==> src/rtl/mole_pkg.sv <==
// Shared types and constants for the whack-a-mole game core.
package mole_pkg;

  typedef enum logic [1:0] {IDLE, PLAY, OVER} state_e;

  localparam logic [15:0] LFSR_SEED = 16'hACE1;
  // Feedback taps 16,14,13,11 mapped onto bits 15,13,12,10
  localparam logic [15:0] LFSR_TAPS = 16'hB400;

  function automatic logic [4:0] popcount16(input logic [15:0] v);
    logic [4:0] n;
    n = '0;
    for (int i = 0; i < 16; i++) n = n + 5'(v[i]);
    return n;
  endfunction

endpackage

==> src/rtl/mole_lfsr.sv <==
// 16-bit Fibonacci LFSR, shift-left form; exposes its low OUT_W bits.
module mole_lfsr
  import mole_pkg::*;
#(
  parameter int OUT_W = 8
) (
  input  logic             CLK,
  input  logic             RESET,
  input  logic             en_i,
  output logic [OUT_W-1:0] q_o
);

  logic [15:0] lfsr_q;
  logic        fb_d;

  assign fb_d = ^(lfsr_q & LFSR_TAPS);
  assign q_o  = lfsr_q[OUT_W-1:0];

  always_ff @(posedge CLK) begin
    if (RESET)     lfsr_q <= LFSR_SEED;
    else if (en_i) lfsr_q <= {lfsr_q[14:0], fb_d};
  end

endmodule

==> src/rtl/mole_game_core.sv <==
// Whack-a-mole game engine: tick prescaler, mole pattern generation, press
// detection, saturating score and IDLE/PLAY/OVER sequencing.
module mole_game_core
  import mole_pkg::*;
#(
  parameter int N_HOLES    = 8,
  parameter int SCORE_W    = 8,
  parameter int GAME_TICKS = 100,
  parameter int TICK_DIV   = 50000,
  parameter int MOLE_TICKS = 5,
  parameter int PENALTY    = 0
) (
  input  logic                            CLK,
  input  logic                            RESET,
  input  logic                            start,
  input  logic [N_HOLES-1:0]              keypad,
  output logic [N_HOLES-1:0]              mole,
  output logic [SCORE_W-1:0]              score,
  output logic [$clog2(GAME_TICKS+1)-1:0] timer,
  output logic                            game_over,
  output logic                            hit_pulse
);

  localparam int TW = $clog2(GAME_TICKS+1);
  localparam int PW = $clog2(TICK_DIV);
  localparam int MW = (MOLE_TICKS > 1) ? $clog2(MOLE_TICKS) : 1;
  localparam int SW = SCORE_W + 5;
  localparam logic [PW-1:0] PRESC_MAX = PW'(TICK_DIV - 1);
  localparam logic [MW-1:0] MCNT_MAX  = MW'(MOLE_TICKS - 1);
  localparam logic [TW-1:0] TIMER_INIT = TW'(GAME_TICKS);
  localparam logic signed [SW-1:0] SCORE_MAX = SW'(2**SCORE_W - 1);

  state_e               state_q;
  logic [N_HOLES-1:0]   mole_q, keypad_q;
  logic [SCORE_W-1:0]   score_q, score_d;
  logic [TW-1:0]        timer_q;
  logic [PW-1:0]        presc_q;
  logic [MW-1:0]        mcnt_q;
  logic                 game_over_q, hit_pulse_q;

  logic [N_HOLES-1:0]   lfsr_bits, pat_d, press_d, hits_d, miss_d;
  logic                 tick_d;
  logic [4:0]           pc_hit_d, pc_miss_d;
  logic signed [SW-1:0] sum_d, pen_d;

  mole_lfsr #(.OUT_W(N_HOLES)) u_lfsr (
    .CLK  (CLK),
    .RESET(RESET),
    .en_i (1'b1),
    .q_o  (lfsr_bits)
  );

  always_comb begin
    pat_d     = (lfsr_bits == '0) ? N_HOLES'(1) : lfsr_bits;
    press_d   = keypad & ~keypad_q;
    hits_d    = press_d & mole_q;
    miss_d    = press_d & ~mole_q;
    tick_d    = (state_q != IDLE) && (presc_q == PRESC_MAX);
    pc_hit_d  = popcount16(16'(hits_d));
    pc_miss_d = popcount16(16'(miss_d));
    pen_d     = (PENALTY != 0) ? $signed(SW'(pc_miss_d)) : '0;
    sum_d     = $signed(SW'(score_q)) + $signed(SW'(pc_hit_d)) - pen_d;
    if (sum_d < 0)              score_d = '0;
    else if (sum_d > SCORE_MAX) score_d = '1;
    else                        score_d = sum_d[SCORE_W-1:0];
  end

  always_ff @(posedge CLK) begin
    if (RESET) begin
      state_q     <= IDLE;
      mole_q      <= '0;
      keypad_q    <= '0;
      score_q     <= '0;
      timer_q     <= TIMER_INIT;
      presc_q     <= '0;
      mcnt_q      <= '0;
      game_over_q <= 1'b0;
      hit_pulse_q <= 1'b0;
    end else begin
      keypad_q    <= keypad;
      hit_pulse_q <= 1'b0;
      case (state_q)
        PLAY: begin
          score_q     <= score_d;
          hit_pulse_q <= (hits_d != '0);
          presc_q     <= tick_d ? '0 : presc_q + PW'(1);
          mole_q      <= mole_q & ~hits_d;
          if (tick_d) begin
            timer_q <= timer_q - TW'(1);
            if (timer_q == TW'(1)) begin
              // Final tick: hits above are still scored, then flash begins lit
              state_q     <= OVER;
              game_over_q <= 1'b1;
              mole_q      <= '1;
            end else if (mcnt_q == MCNT_MAX) begin
              mcnt_q <= '0;
              mole_q <= pat_d;
            end else begin
              mcnt_q <= mcnt_q + MW'(1);
            end
          end
        end
        default: begin
          if (start) begin
            state_q     <= PLAY;
            score_q     <= '0;
            timer_q     <= TIMER_INIT;
            presc_q     <= '0;
            mcnt_q      <= '0;
            mole_q      <= pat_d;
            game_over_q <= 1'b0;
          end else if (state_q == OVER) begin
            presc_q <= tick_d ? '0 : presc_q + PW'(1);
            if (tick_d) mole_q <= ~mole_q;
          end
        end
      endcase
    end
  end

  assign mole      = mole_q;
  assign score     = score_q;
  assign timer     = timer_q;
  assign game_over = game_over_q;
  assign hit_pulse = hit_pulse_q;

endmodule

==> config.mk <==
export PLATFORM = sky130hd
export DESIGN_NAME = mole_game_core
export DESIGN_NICKNAME = d
export VERILOG_FILES = /design/src/rtl/mole_pkg.sv /design/src/rtl/mole_lfsr.sv /design/src/rtl/mole_game_core.sv
export SDC_FILE = /design/constraint.sdc
export NUM_CORES = 1
export LEC_CHECK = 0
export CORE_ASPECT_RATIO = 1.5
export CORE_UTILIZATION = 55
export CTS_CLUSTER_DIAMETER = 200
export DETAILED_ROUTE_END_ITERATION = 8
export PLACE_DENSITY = 0.78
export REMOVE_ABC_BUFFERS = 1
export SKIP_CTS_REPAIR_TIMING = 1
export SYNTH_ARGS = -nofsm -noshare
export SYNTH_HDL_FRONTEND = slang
export SYNTH_SLANG_ARGS = --single-unit
==> constraint.sdc <==
create_clock -name CLK -period 4.5 [get_ports CLK]
set_input_delay 0.9 -clock CLK [delete_from_list [all_inputs] [get_ports CLK]]
set_output_delay 0.9 -clock CLK [all_outputs]
set_load 0.01 [all_outputs]
# [Word-level counts from Yosys, hierarchy flattened]
# Cells that the tools add are included.
[word_totals] regBits=70 latch_bits=0 ram_bits=0 mem_bits_ro=0 in_bits=11 out_inout_bits=25 elab_cells=83 mem_count=0
[op_classes] n_addsub=11 mul=0 div_mod_pow=0 magnitude_cmp=2 n_eq_ne=8 n_shift=0 n_mux=32 bitwise_logic=7 reduce_logical=13
[ops] operator="2-to-1 mux 8 bit" n=12
[ops] operator="2-to-1 mux 16 bit" n=4
[ops] operator="AND 8 bit" n=3
[ops] operator="NOT 8 bit" n=3
[ops] operator="2-to-1 mux 7 bit" n=3
[ops] operator="adder 16 x 1 -> 16 bit (second input constant)" n=1
[ops] operator="equality test 16 bit (second input constant)" n=1
[ops] operator="XOR reduction 16 bit" n=1
[ops] operator="adder 5 x 1 -> 5 bit" n=3
[ops] operator="2-to-1 mux 3 bit" n=5
[ops] operator="adder 8 x 5 -> 9 bit" n=1
[ops] operator="> comparator 9 x 8 -> 1 bit (second input constant)" n=1
[ops] operator="less-than comparator 9 x 1 -> 1 bit (second input constant)" n=1
[ops] operator="logical NOT 8 bit" n=1
[ops] operator="2-to-1 mux 2 bit" n=4
[ops] operator="nonzero test 8 bit" n=1
[ops] operator="equality test 7 x 1 -> 1 bit (second input constant)" n=1
[ops] operator="subtractor 7 x 1 -> 7 bit (second input constant)" n=1
[ops] operator="!= test 2 bit (second input constant)" n=3
[ops] operator="AND reduction 3 bit" n=2
[ops] operator="nonzero test 3 bit" n=2
[ops] operator="adder 4 x 1 -> 5 bit" n=1
[ops] operator="adder 3 x 1 -> 4 bit" n=1
[ops] operator="2-to-1 mux 1 bit" n=4
[ops] operator="11 further kinds" n=13

# [Logic depth before layout (Yosys ltp)]
[depth] word_depth=15 mapped_depth=14 depth_no_buf=14

# [Hierarchy]
# Synthesis repeated with hierarchy kept, for this count alone.
[hier_totals] cells_unflattened=425 area_unflattened_um2=3699.8
[modules_own_cells] module="mole_game_core" instances=1 cells_per_inst=362 area_each_um2=3020.4 seq_area_each_um2=1061.0
[modules_own_cells] module="mole_lfsr" instances=1 cells_per_inst=63 area_each_um2=679.4 seq_area_each_um2=320.3

# [Least setup slack after synthesis]
# OpenSTA, ideal clock, no wires.
[synth_path] kind="input-to-reg" from="input port keypad[0]" to="register score_q[6] (netlist: score[6])" setup_time_ps=115 arrival_time_ps=4115 required_ps=4385 setup_slack_ps=269 path_stages=14 path_buffers=0 cell_sequence="nand2b_1 > nor2_1 > fa_1 > inv_1 > fa_1 > fa_1 > fa_1 > inv_1 > fa_1 > a21o_1 > a21oi_1 > or3b_2 > a21oi_1 > nor2_1"
[synth_between] elab_chain_cells=14 elab_cells_between_ends=15 cone_classes="add/sub (8); order compare (2); mux (3); bitwise (2)"
[synth_lines] item="from (decl)" line_no="mole_game_core.sv:16" source="input logic [N_HOLES-1:0] keypad,"
[synth_lines] item="AND 8 bit *" line_no="mole_game_core.sv:55" source="press_d = keypad & ~keypad_q;"
[synth_lines] item="AND 8 bit *" line_no="mole_game_core.sv:56" source="hits_d = press_d & mole_q;"
[synth_lines] item="adder 1 x 1 -> 2 bit *" line_no="mole_pkg.sv:13" source="for (int i = 0; i < 16; i++) n = n + 5'(v[i]);"
[synth_lines] item="adder 2 x 1 -> 3 bit *" line_no="mole_pkg.sv:13"
[synth_lines] item="adder 3 x 1 -> 4 bit *" line_no="mole_pkg.sv:13"
[synth_lines] item="adder 4 x 1 -> 5 bit *" line_no="mole_pkg.sv:13"
[synth_lines] item="adder 5 x 1 -> 5 bit * (3 in a row)" line_no="mole_pkg.sv:13"
[synth_lines] item="adder 8 x 5 -> 9 bit *" line_no="mole_game_core.sv:62" source="sum_d = $signed(SW'(score_q)) + $signed(SW'(pc_hit_d)) - pen_d;"
[synth_lines] item="> comparator 9 x 8 -> 1 bit" line_no="mole_game_core.sv:64" source="else if (sum_d > SCORE_MAX) score_d = '1;"
[synth_lines] item="2-to-1 mux 8 bit" line_no="mole_game_core.sv:64"
[synth_lines] item="2-to-1 mux 8 bit *" line_no="mole_game_core.sv:63" source="if (sum_d < 0) score_d = '0;"
[synth_lines] item="2-to-1 mux 8 bit *" line_no="mole_game_core.sv:82" source="case (state_q)"
[synth_lines] item="to (signal assigned)" line_no="mole_game_core.sv:84" source="score_q <= score_d;"
[synth_lines] item="to (decl)" line_no="mole_game_core.sv:35" source="logic [SCORE_W-1:0] score_q, score_d;"
# Mark *: on every way between the ends. The rest lies on a longest branch, timed or not.
# A chain may end at the register's enable or synchronous reset.

# [Worst setup path in the final report]
# Same ends and word-level chain as after synthesis.

==> reports/summary.txt <==
Hold-critical path endpoint -> u_lfsr.lfsr_q[15]
Drt initial violations -> 146
Post-synthesis cell type count -> 62
Met1 wire length -> 3420 um
DIE WIDTH -> 67.4 um
Reg2reg end -> score[6]
Clock sinks -> 69
Post-synthesis xor/xnor area fraction -> 0.0472
Max-Cap Viols -> 0
Largest cells by area after synthesis -> dfxtp_1 (39%), ha_1 (3.9%), nor2_1 (3.8%)
Sequential share of the synthesized area -> 0.392
Area fraction in compound gates after synthesis -> 0.181
Lkg Pwr -> 1.56 nW
Rel. slew slack -> 0.306
DRT Pass-1 Iters -> 4
Synth Register Bits -> 69
Hold Path Stages -> 1
First-pass GRT wire length -> 13400 um
Crit path max fanout -> 7
Root Driver -> clkbuf_8
Adder-cell area share of the yosys netlist -> 0.0674
Crit path DAT -> 4590 ps
Total number of vias -> 2945
Post-layout util -> 0.673
Remaining Overflow, GRT -> 0
Met2 wire length -> 4110 um
Worst-case reg-to-reg path depth -> 14
CTS buffer count -> 9
Reg clk slew, reported paths -> 80 ps
Cell area after synthesis -> 0.00353 mm2
I/O pin cnt -> 36
FF-to-FF setup slack -> 800 ps
Final setup vio count -> 0
Post-DP HPWL -> 5810 um
I/O Buffers -> 35
Power per cell area -> 324 mW/mm2
Worst EP required -> 4750 ps
Fraction of registers with async set/reset -> 0
Antenna violations before repair -> 0
CTS H-tree lvls -> 3
Min Tclk post-route -> 4340 ps
Top sig layer -> met4
# DRC -> 0
Core Rows -> 35
Drt total wl -> 7850 um
Ratio of cells with drive above 1 in the final layout -> 0.111
WL met3 -> 215 um
Initial Utilization -> 0.571
DRT antenna net count -> 0
Startpoint types -> input pin
Vias in the first global route -> 2898
Worst R2R Start -> mole[0]
Dominant synthesized flop cell -> dfxtp_1
Core Box Area -> 0.00617 mm2
CTS tree -> built
Total track usage -> 0.260
Syn-to-layout area delta -> 17.7%
Hold crit path type -> flop to flop
RSZ-0062 raised after global routing -> false
Clk Latency, worst-skew pair -> 350 ps
Longest Clk Path Bufs -> 2
Peak supply drop -> 0.000250 V
Warning count from the yosys run -> 0
Period utilisation layout -> 0.964
Final net count -> 453
Height of the die -> 100 um
Mux cell area share after synthesis -> 0
Drt wl/cell -> 15.5 um
Tot Pwr -> 1.35 mW
Final GP Congestion -> 0.796
Status -> finished clean
Worst Clk Skew -> 9.96 ps
HP Start -> u_lfsr.lfsr_q[14]
Yosys top cell by area -> dfxtp_1
Largest net degree at the start of global routing -> 33
Number of synthesized flops with an enable pin -> 0
Cells after Synth -> 391
Syn Area/Cell -> 9.02 um2
Die ar. -> 0.00674 mm2
Simple-Gate Fraction of Synth Area -> 0.274
Kind of critical path -> input pin to flop
Main combinational cell family by area after synthesis -> simple AND/OR/NAND/NOR gates
Fmax -> 230 MHz
Worst Setup End Kind -> flop
Diode count -> 0
Top cell type's share of synthesized area -> 0.392
Hold Vio Cnt, Final -> 0
Fin. max-slew vios -> 0
Worst Max-Slew Pin Slew -> 1040 ps
Number of vias per cell -> 5.83
where the power goes:
| group | internal, mW | switching, mW |
|---|---|---|
| combinational | 0.0773 | 0.0854 |
| clock | 0.263 | 0.259 |
| sequential | 0.636 | 0.0236 |
| total | 0.977 | 0.368 |
critical path, cell delays in order:
cell	delay, ps
clkdlybuf4s50_1	420
nand2b_1	120
nor2_2	60
fa_1	500
inv_1	60
fa_1	550
fa_1	430
fa_2	360
inv_2	70
fa_2	210
a21o_1	160
a21oi_4	90
or3b_2	460
a21oi_2	140
nor2_1	50
kinds of logic (layout without fill, tap and decap cells):
kind of cell,count (synthesis),count (layout)
buffers and inverters,30,70
adder cells (fa/ha/maj),16,16
AND/OR/NAND/NOR,172,172
XOR/XNOR,19,19
AO/OA/AOI/OAI,85,85
flip-flops,69,69
registers in the layout, summed over array words and instances, names as in the netlist:
signal	cells
timer	7
state_q	2
keypad_q	8
mcnt_q	3
presc_q	16
mole	8
u_lfsr.lfsr_q	16
score	8
hit_pulse	1
cell type report:
cell class | count | area [um2]
clock buffers | 9 | 124
clock inverters | 7 | 80.1
repair buffers | 40 | 388
fillers | 498 | 2020
multi-input cells | 292 | 2030
well taps | 74 | 92.6
inverters | 14 | 52.6
flip-flops and latches | 69 | 1380
per-layer routing:
layer | vias to the layer above | track usage
met5 | - | 0
met4 | 0 | 0.129
met3 | 7 | 0.0375
met2 | 57 | 0.435
met1 | 1396 | 0.316
li1 | 1485 | -
cells in the final DEF, fill, tap and decap left out, drive strengths merged, types with 6 or more instances in the layout:
cell type       n
a22oi           8
nand2          27
o21a            6
nand3b          6
xnor2           6
nor2b          21
a21oi          15
nand2b         10
nor2           36
inv            18
ha             11
or2             8
xor2           13
dfxtp          69
clkbuf          9
nor3            6
nand3          24
clkdlybuf4s50  35
a311oi          7
o21ai          14
nand4          10
worst max path at each step:
stage | depth (start not counted) | slack, ps | endpoint | from
floorplan | 14 | 270 | score[6] | keypad[0]
global placement | 15 | -380 | score[5] | keypad[0]
detailed placement | 15 | -460 | score[5] | keypad[0]
CTS | 15 | -110 | score[7] | keypad[0]
global route | 15 | 30 | score[6] | keypad[0]
finish | 15 | 160 | score[6] | keypad[0]
stage by stage:
step                std cells  setup WS (ps)  TNS (ps)  hold WS, ps  instance area, um2
floorplan                 375            267         0          389                3440
CTS                       505           -106      -460          423                4130
global route              505           28.0         0          436                4150
finish                    505            161         0          419                4150
detailed placement        489           -461     -3300          399                3920
global placement          489           -377     -2640          398                3920
synthesized netlist by cell type, types with 3 or more instances:
cell,count
a22oi_1,8
buf_4,3
nand4_1,10
o21a_1,6
o21ai_0,14
inv_1,14
a211oi_1,3
nor2b_1,21
dfxtp_1,69
and4_1,5
xor2_1,13
nand2_1,27
xnor2_1,6
a311oi_1,7
a21oi_1,15
nand2b_1,10
nor2_1,36
nor3_1,5
and2_1,3
nand3_1,23
fa_1,5
clkbuf_1,8
o211ai_1,3
or4_1,3
buf_2,4
ha_1,11
a21o_1,3
or2_2,8
nand3b_1,6
No activity file was read; power rests on OpenSTA's default activity.
==> edit, RTL diff (same settings) <==
Encoding of `state_e`: now one-hot (3 bits for 3 states).
--- a/src/rtl/mole_pkg.sv
+++ b/src/rtl/mole_pkg.sv
@@ -3,3 +3,3 @@
 
-  typedef enum logic [1:0] {IDLE, PLAY, OVER} state_e;
+  typedef enum logic [2:0] {IDLE = 3'b001, PLAY = 3'b010, OVER = 3'b100} state_e;
 
Check against the original RTL: no difference found for any inputs over 4 cycles, from zero or initial values and one cycle with RESET high; so few cycles prove little.
==> edit against the unedited design <==
  * Sequential cell count grew 1
  * Sequential power rose by 1%
  * Routed wire length grew 0.28%
  * Synthesized area is 0.14% lower
  * Global-route usage is 0.48 points lower
  * Power increased by 2.9%
  * First-iteration DRC count is 26% lower
  * Design area about the same
  * Setup slack got worse by 38 ps
  * Largest cell class unchanged
==> edit: results (changes against the unedited design) <==
\begin{tabular}{lr}
\hline
Metric & Value \\
\hline
\multicolumn{2}{l}{\textbf{STA}} \\
\quad Fin Clk Skew & 8.80 ps (was 9.96 ps) \\
\quad Hold Slack & 419 ps (about the same) \\
\multicolumn{2}{l}{\textbf{Synth}} \\
\quad Most instantiated cells after synthesis & dfxtp\_1 (70), nor2\_1 (47), nand2\_1 (23) (was dfxtp\_1 (69), nor2\_1 (36), nand2\_1 (27)) \\
\quad Share of the synthesized netlist area taken by xor and xnor gates & 4.97\% (was 4.72\%) \\
\quad Unique cell type count in the Yosys netlist & 65 (was 62) \\
\quad Area contributors post-synth & dfxtp\_1 (40\%), nor2\_1 (5.0\%), ha\_1 (3.9\%) (was dfxtp\_1 (39\%), ha\_1 (3.9\%), nor2\_1 (3.8\%)) \\
\quad Fraction of synthesized area in multiplexers & 1.17\% (was 0\%) \\
\quad Mean cell area of the mapped netlist & 9.29 um2 (was 9.02 um2) \\
\quad Synth Area in Adders & 6.75\% (was 6.74\%) \\
\quad Register area share after synthesis & 39.8\% (was 39.2\%) \\
\multicolumn{2}{l}{\textbf{Run status}} \\
\quad Result of the run & finished, final reports clean (unchanged) \\
\multicolumn{2}{l}{\textbf{Layout}} \\
\quad Share of cells above drive strength 1 & 13.0\% (was 11.1\%) \\
\quad Nets@finish & 444 (was 453) \\
\quad Count of non-filler cells in the finished layout & 496 (was 505) \\
\multicolumn{2}{l}{\textbf{Global routing}} \\
\quad Total routing usage reported by global routing & 25.5\% (was 26.0\%) \\
\quad M1 GR Usage & 28.0\% (was 31.6\%) \\
\quad Pin count of the biggest net entering global routing & 47 (was 33) \\
\quad Via count of the first global-routing pass & 2871 (was 2898) \\
\multicolumn{2}{l}{\textbf{Placement}} \\
\quad Placed instance area & 3880 um2 (was 3920 um2) \\
\quad Worst slack at placement & -412 ps (was -461 ps) \\
\quad Cell count after placement & 479 (was 489) \\
\quad Sum of net half-perimeters after detailed placement & 5470 um (was 5810 um) \\
\multicolumn{2}{l}{\textbf{Power}} \\
\quad Maximum VDD drop & 0.000261 V (was 0.000250 V) \\
\quad LEAKAGE & 1.55 nW (was 1.56 nW) \\
\quad Comb power & 0.000152 W (was 0.000163 W) \\
\quad Combinational share of power & 11.0\% (was 12.1\%) \\
\quad Power dissipated in the clock network & 0.000565 W (was 0.000523 W) \\
\multicolumn{2}{l}{\textbf{Drt}} \\
\quad Met2 wire len & 4160 um (was 4110 um) \\
\quad Count of routing violations after the opening detailed-route iteration & 108 (was 146) \\
\quad Vias & 2937 (was 2945) \\
\quad Detailed Route WL & 7870 um (was 7850 um) \\
\quad M1 WL & 3220 um (was 3420 um) \\
\quad Routed length on met3 & 326 um (was 215 um) \\
\multicolumn{2}{l}{\textbf{Worst setup path}} \\
\quad Logic depth of the worst register-to-register path & 13 (was 14) \\
\quad CP max FO & 2 (was 7) \\
\quad Data arrival, critical path & 4610 ps (was 4590 ps) \\
\quad End of the worst register-to-register path & score[7] (was score[6]) \\
\quad Largest incremental delay on the critical path & 580 ps (was 550 ps) \\
\quad Source of the worst register-to-register timing path & mole[2] (was mole[0]) \\
\hline
\end{tabular}
## edit: cell count changes in the layout (fill, tap and decap cells not counted), moves of 5 or more
cell,unedited run,this run
nand3_1,23,7
nand2b_1,10,4
a22oi_1,8,0
a221oi_1,0,6
o2111ai_1,1,6
nor2b_1,21,13
nor2_1,34,46
## edit: cell type report
class | count | area [um2]
tap | 74 | 92.6
sequential | 70 | 1400
fill | 503 | 2020
clock buffer | 9 | 124
timing repair buffer | 42 | 403
clock inverter | 7 | 98.8
inverter | 18 | 67.6
multi-input combinational | 276 | 1960
## edit: cells by family (layout without fill, tap and decap cells)
| logic type | after synthesis | in the layout |
|---|---|---|
| simple gates | 155 | 155 |
| buf+inv | 33 | 76 |
| compound gates | 81 | 81 |
| xor+xnor | 20 | 20 |
| fa+ha+maj | 16 | 16 |
| mux | 4 | 4 |
| flops | 70 | 70 |
